===== src/rtl/booth_pkg.sv =====
// Shared definitions for the radix-4 Booth multiplier datapath: FSM encoding,
// accumulator sizing and the partial-product digit convention.
package booth_pkg;

  typedef enum logic [1:0] {IDLE, ACCUM, DONE} state_t;

  // Digit i has value sext(gen) + sign and weight 4^i, so it shifts by 2*i bits.
  localparam int DIGIT_BITS = 2;

  // Product width: the multiplicand plus two bits per digit, plus one sign bit of headroom.
  function automatic int acc_w(input int width, input int npp);
    return width + DIGIT_BITS * npp + 1;
  endfunction

endpackage


===== src/rtl/booth_pp_align.sv =====
// Turns one Booth digit (gen, sign) at index idx into its AW-bit addend at weight 4^idx.
module booth_pp_align
  import booth_pkg::*;
#(
  parameter int WIDTH = 8,
  parameter int NPP   = 5,
  localparam int AW   = acc_w(WIDTH, NPP),
  localparam int IW   = $clog2(NPP)
) (
  input  logic [WIDTH:0]  pp_gen,
  input  logic            pp_sign,
  input  logic [IW-1:0]   idx,
  output logic [AW-1:0]   addend
);

  logic [AW-1:0] gen_x;
  logic [AW-1:0] sgn_x;
  int            shamt;

  always_comb begin
    gen_x  = {{(AW-WIDTH-1){pp_gen[WIDTH]}}, pp_gen};
    sgn_x  = {{(AW-1){1'b0}}, pp_sign};
    shamt  = DIGIT_BITS * int'(idx);
    // Both terms land in one adder; the sign bit is the two's complement +1 of a negated digit.
    addend = (gen_x << shamt) + (sgn_x << shamt);
  end

endmodule


===== src/rtl/booth_pp_accumulator.sv =====
// Iterative Booth partial-product accumulator: one digit per handshake, LSB digit
// first, product presented on a valid/ready port after NPP digits.
module booth_pp_accumulator
  import booth_pkg::*;
#(
  parameter int WIDTH = 8,
  parameter int NPP   = 5,
  localparam int AW   = acc_w(WIDTH, NPP),
  localparam int IW   = $clog2(NPP)
) (
  input  logic           clk,
  input  logic           rst_n,
  input  logic           abort,
  input  logic           pp_valid,
  output logic           pp_ready,
  input  logic [WIDTH:0] pp_gen,
  input  logic           pp_sign,
  output logic           prod_valid,
  input  logic           prod_ready,
  output logic [AW-1:0]  prod,
  output logic           busy
);

  localparam logic [IW-1:0] LAST = IW'(NPP - 1);

  state_t        state, state_n;
  logic [IW-1:0] idx, idx_n;
  logic [AW-1:0] acc, acc_n;
  logic [AW-1:0] addend;
  logic          pp_hs, prod_hs;

  // idx is held at 0 outside ACCUM, so the aligner yields addend(0) in IDLE and DONE.
  booth_pp_align #(.WIDTH(WIDTH), .NPP(NPP)) u_align (
    .pp_gen  (pp_gen),
    .pp_sign (pp_sign),
    .idx     (idx),
    .addend  (addend)
  );

  always_comb begin
    pp_ready   = (state == DONE) ? prod_ready : 1'b1;
    prod_valid = (state == DONE);
    busy       = (state != IDLE);
    prod       = acc;
    pp_hs      = pp_valid && pp_ready;
    prod_hs    = prod_valid && prod_ready;
  end

  always_comb begin
    state_n = state;
    idx_n   = idx;
    acc_n   = acc;
    if (abort) begin
      state_n = IDLE;
      idx_n   = '0;
      acc_n   = '0;
    end else begin
      case (state)
        IDLE: if (pp_hs) begin
          acc_n   = addend;
          idx_n   = IW'(1);
          state_n = ACCUM;
        end
        ACCUM: if (pp_hs) begin
          acc_n = acc + addend;
          if (idx == LAST) begin
            idx_n   = '0;
            state_n = DONE;
          end else begin
            idx_n = idx + IW'(1);
          end
        end
        DONE: if (prod_hs && pp_hs) begin
          acc_n   = addend;
          idx_n   = IW'(1);
          state_n = ACCUM;
        end else if (prod_hs) begin
          idx_n   = '0;
          state_n = IDLE;
        end
        default: begin
          idx_n   = '0;
          acc_n   = '0;
          state_n = IDLE;
        end
      endcase
    end
  end

  always_ff @(posedge clk or negedge rst_n) begin
    if (!rst_n) begin
      state <= IDLE;
      idx   <= '0;
      acc   <= '0;
    end else begin
      state <= state_n;
      idx   <= idx_n;
      acc   <= acc_n;
    end
  end

endmodule


===== config.mk =====
export PLATFORM = sky130hd
export DESIGN_NAME = booth_pp_accumulator
export DESIGN_NICKNAME = d
export VERILOG_FILES = /design/src/rtl/booth_pkg.sv /design/src/rtl/booth_pp_align.sv /design/src/rtl/booth_pp_accumulator.sv
export SDC_FILE = /design/constraint.sdc
export NUM_CORES = 1
export LEC_CHECK = 0
export CAP_MARGIN = 25
export CORE_MARGIN = 4
export CORE_UTILIZATION = 54
export CTS_CLUSTER_DIAMETER = 150
export DETAILED_ROUTE_END_ITERATION = 10
export DONT_BUFFER_PORTS = 1
export PLACE_DENSITY = 0.69
export SYNTH_ARGS = -nofsm -noshare
export SYNTH_HDL_FRONTEND = slang
export SYNTH_SLANG_ARGS = --single-unit

===== constraint.sdc =====
create_clock -name clk -period 5.5 [get_ports clk]
set_input_delay 1.1 -clock clk [delete_from_list [all_inputs] [get_ports clk]]
set_output_delay 1.1 -clock clk [all_outputs]
set_load 0.005 [all_outputs]

==> results.json, run 1 <==
{
  "die_y_microns": 84.1,
  "area.sequential_sq_um": 601,
  "pre_antenna_drt_iters": 5,
  "drtIter0Drc": 218,
  "power.density_nw_per_um2": 386,
  "detail_route.drc_violations": 0,
  "synthAdderAreaFrac_pct": 12.2,
  "cts-root-to-sink-buffers": 2,
  "worst_setup_path_end_kind": "register",
  "syn_inst": 408,
  "leading_cell_types_by_total_area_after_synthesis": "sky130_fd_sc_hd__dfrtp_1, sky130_fd_sc_hd__ha_1, sky130_fd_sc_hd__nand2_1",
  "cp.required_ps": 5670,
  "drive_above_1_share_pct": 8.98,
  "clk_pin_slew_worst_setup_hold_paths_ps": 100,
  "drv_slew": 0,
  "synth-async-reset-ratio_pct": 100,
  "compound_gate_portion_of_the_synthesized_area_pct": 28.8,
  "io-pin-count": 37,
  "timing.setup.tns_ps": 0,
  "detail_route.vias_per_cell": 6.33,
  "synth_fp_nets": 453,
  "total_count_of_hold_check_failures_in_the_final_report": 0,
  "post-route-cell-area_sq_um": 3250,
  "globalplace.congestion": 0.935,
  "flow.area_growth_from_synthesis_pct": 3.92,
  "cts_root_buf": "sky130_fd_sc_hd__clkbuf_8",
  "postCtsResizedCells": 0,
  "setup_violation_total_in_the_final_timing_report": 0,
  "final_min_period_over_clock_period_pct": 85.8,
  "vias": 2996,
  "combinational_family_with_the_most_area_after_synthesis": "compound AO/OA/AOI/OAI gates",
  "h-tree-depth": 1,
  "worst_ir_drop_vdd_mv": 0.241,
  "dpl-instance-area_sq_um": 3200,
  "p_leak_nw": 1.46,
  "synth_area_sq_um": 3130,
  "initial_core_util_pct": 56.2,
  "yosys.area_share.xor_xnor_pct": 8.07,
  "globalRouteOverflowTotal": 0,
  "tritoncts": "built",
  "antenna_violations_before_repair": 0,
  "drt_wl_total_mm": 8.11,
  "cts.sink_count": 24,
  "synth.avg_cell_area_sq_um": 7.67,
  "io_buffers": 0,
  "distinct_cell_type_count_of_the_synthesized_netlist": 62,
  "critPathMaxFanout": 24,
  "layout.cells.most_common_list": "sky130_fd_sc_hd__nand2_1, sky130_fd_sc_hd__nor2_1, sky130_fd_sc_hd__ha_1",
  "grt_pass1_wl_mm": 13.3,
  "dp.final_hpwl_mm": 6.36,
  "timing.reg2reg.setup_slack_ps": 780,
  "grt_max_degree": 29,
  "tritoncts_buffer_count": 3,
  "final_common_cell": "sky130_fd_sc_hd__nand2_1",
  "worstSetupStartpointType": "register",
  "rows": 27,
  "groute.usage.overall_pct": 22.7,
  "power.total_mw": 1.25,
  "count_of_flip_flops_with_a_built_in_enable_after_synthesis": 0,
  "synth.area.mux_share_pct": 4.76,
  "arrival_ps": 4890,
  "synth-seq-area-share_pct": 19.2,
  "clkLatencyLatePin_ps": 280,
  "die-area_sq_um": 7080,
  "num_antenna_cells": 0,
  "slew_headroom_pct": 62.5,
  "layout.nets": 447,
  "finalWorstPathRequiredPeriod_ps": 4720,
  "area_of_combinational_cells_with_multiple_inputs_sq_um": 2360,
  "route.detailed.wl_per_inst_microns": 17.1,
  "cap_violations": 0,
  "final_util_pct": 58.4,
  "yosysWarningCount": 0,
  "unrepaired_setup_endpoints_after_global_routing": "false",
  "met3RoutedLength_microns": 419,
  "slew_at_the_pin_closest_to_its_max_slew_limit_ps": 560,
  "status": "completed",
  "synthSimpleGateAreaFrac_pct": 21.4,
  "type_of_the_worst_min_delay_path": "input pin to asynchronous set/reset pin",
  "core_region_area_sq_um": 5570,
  "fin_worst_skew_ps": 4.08,
  "fillerInstances": 532,
  "fmaxAchievable_ghz": 0.212,
  "holdBufCountCts": 0,
  "synth_top_flop_cell": "sky130_fd_sc_hd__dfrtp_1",
  "postRouteAntennaNets": 0,
  "criticalPathCategory": "register to register",
  "yosys_register_bits": 24,
  "dieWidth_microns": 84.1,
  "first_global_vias": 2822,
  "wire_length_on_met2_mm": 3.91,
  "synth_top_area_share_pct": 19.2,
  "met1_length_mm": 3.64,
  "post_cts.repair.setup_buffers": 0,
  "synth_largest_area_cell": "sky130_fd_sc_hd__dfrtp_1",
  "highest-signal-layer": "met4"
}
## metal layers
| layer | track usage (%) | up-vias |
|---|---|---|
| met3 | 4.02 | 12 |
| li1 | - | 1479 |
| met2 | 39.0 | 88 |
| met4 | 6.14 | 0 |
| met1 | 29.1 | 1417 |
| met5 | 0 | - |
## synthesized netlist by cell type (4+ instances only)
| library cell | n |
|---|---|
| sky130_fd_sc_hd__o21ai_0 | 24 |
| sky130_fd_sc_hd__nand2_1 | 47 |
| sky130_fd_sc_hd__a21o_1 | 9 |
| sky130_fd_sc_hd__nand2b_1 | 6 |
| sky130_fd_sc_hd__o21bai_1 | 4 |
| sky130_fd_sc_hd__xor2_1 | 14 |
| sky130_fd_sc_hd__buf_2 | 5 |
| sky130_fd_sc_hd__or2_2 | 8 |
| sky130_fd_sc_hd__nor3_1 | 12 |
| sky130_fd_sc_hd__xnor2_1 | 13 |
| sky130_fd_sc_hd__a22o_1 | 4 |
| sky130_fd_sc_hd__a221o_1 | 4 |
| sky130_fd_sc_hd__mux2i_1 | 7 |
| sky130_fd_sc_hd__nor2b_1 | 4 |
| sky130_fd_sc_hd__o22ai_1 | 4 |
| sky130_fd_sc_hd__nand3_1 | 5 |
| sky130_fd_sc_hd__a31oi_1 | 7 |
| sky130_fd_sc_hd__nor2_1 | 40 |
| sky130_fd_sc_hd__a21boi_0 | 4 |
| sky130_fd_sc_hd__a21oi_1 | 25 |
| sky130_fd_sc_hd__o31ai_1 | 6 |
| sky130_fd_sc_hd__a22oi_1 | 7 |
| sky130_fd_sc_hd__inv_1 | 25 |
| sky130_fd_sc_hd__clkbuf_1 | 9 |
| sky130_fd_sc_hd__dfrtp_1 | 24 |
| sky130_fd_sc_hd__ha_1 | 29 |
| sky130_fd_sc_hd__mux2_2 | 5 |
## where the power goes
part | switching, mW | internal [mW]
logic | 0.472 | 0.358
registers | 0.0700 | 0.226
clock network | 0.0651 | 0.0642
total | 0.607 | 0.648
## cell families (layout without fill, tap and decap cells)
family	Yosys count	count (layout)
compound gates	130	130
xor+xnor	28	28
fa+ha+maj	30	30
buf+inv	43	36
flops	24	24
mux	13	13
simple gates	140	140
## path summary, 6_finish.rpt
kind,startpoint,end,depth (start not counted)
max in group asynchronous,rst_n,state[0],0
worst min-delay path,rst_n,prod[16],0
worst min register to register,prod[9],prod[9],2
worst max register to register,idx[0],prod[18],18
worst max-delay path,idx[0],prod[18],18
min in group clk,prod[9],prod[9],2
## flip-flops by register name, indices dropped and copies added, names as in the netlist
name / count
idx: 3
prod: 19
state: 2
## critical path, stage by stage, from the launching register on
cell,delay [ps]
sky130_fd_sc_hd__dfrtp_1,420
sky130_fd_sc_hd__buf_4,290
sky130_fd_sc_hd__mux2_2,380
sky130_fd_sc_hd__and2_1,140
sky130_fd_sc_hd__ha_1,310
sky130_fd_sc_hd__a31o_2,230
sky130_fd_sc_hd__a31o_2,270
sky130_fd_sc_hd__a32oi_1,250
sky130_fd_sc_hd__nor2b_1,210
sky130_fd_sc_hd__ha_1,320
sky130_fd_sc_hd__a21oi_1,170
sky130_fd_sc_hd__o221ai_1,140
sky130_fd_sc_hd__a221oi_1,310
sky130_fd_sc_hd__buf_4,180
sky130_fd_sc_hd__nor3_1,70
sky130_fd_sc_hd__o31a_1,320
sky130_fd_sc_hd__xor2_1,150
sky130_fd_sc_hd__xnor2_1,130
sky130_fd_sc_hd__a221o_1,320
## per-stage QoR
| step | cells | worst slack [ps] | hold slack (ps) |
|---|---|---|---|
| finish | 473 | 783 | 501 |
| global route | 473 | 465 | 484 |
| global placement | 469 | 563 | 528 |
| floorplan | 408 | 671 | 498 |
| detailed placement | 469 | 533 | 531 |
| CTS | 473 | 789 | 498 |
## area by class of cell
type	count	share of cell area, %
multi-input cells	341	72.6
repair buffers	7	1.62
inverters	25	2.88
flip-flops and latches	24	18.5
well taps	72	2.77
clock buffers	4	1.69
Note: power is estimated with default switching activity, not from simulation.
==> inputs of run 2 (changes only) <==
--- a/config.mk
+++ b/config.mk
@@ -8,7 +8,7 @@
 export CAP_MARGIN = 25
 export CORE_MARGIN = 4
 export CORE_UTILIZATION = 54
-export CTS_CLUSTER_DIAMETER = 150
+export CTS_CLUSTER_DIAMETER = 30
 export DETAILED_ROUTE_END_ITERATION = 10
 export DONT_BUFFER_PORTS = 1
 export PLACE_DENSITY = 0.69
==> results of run 2 <==
The final DEF is identical to that of run 1; final timing and power are the same.
==> inputs of run 3 (changes only) <==
--- a/config.mk
+++ b/config.mk
@@ -12,6 +12,7 @@
 export DETAILED_ROUTE_END_ITERATION = 10
 export DONT_BUFFER_PORTS = 1
 export PLACE_DENSITY = 0.69
+export SKIP_LAST_GASP = 1
 export SYNTH_ARGS = -nofsm -noshare
 export SYNTH_HDL_FRONTEND = slang
 export SYNTH_SLANG_ARGS = --single-unit
==> results of run 3 <==
The final DEF is identical to that of run 1; final timing and power are the same.
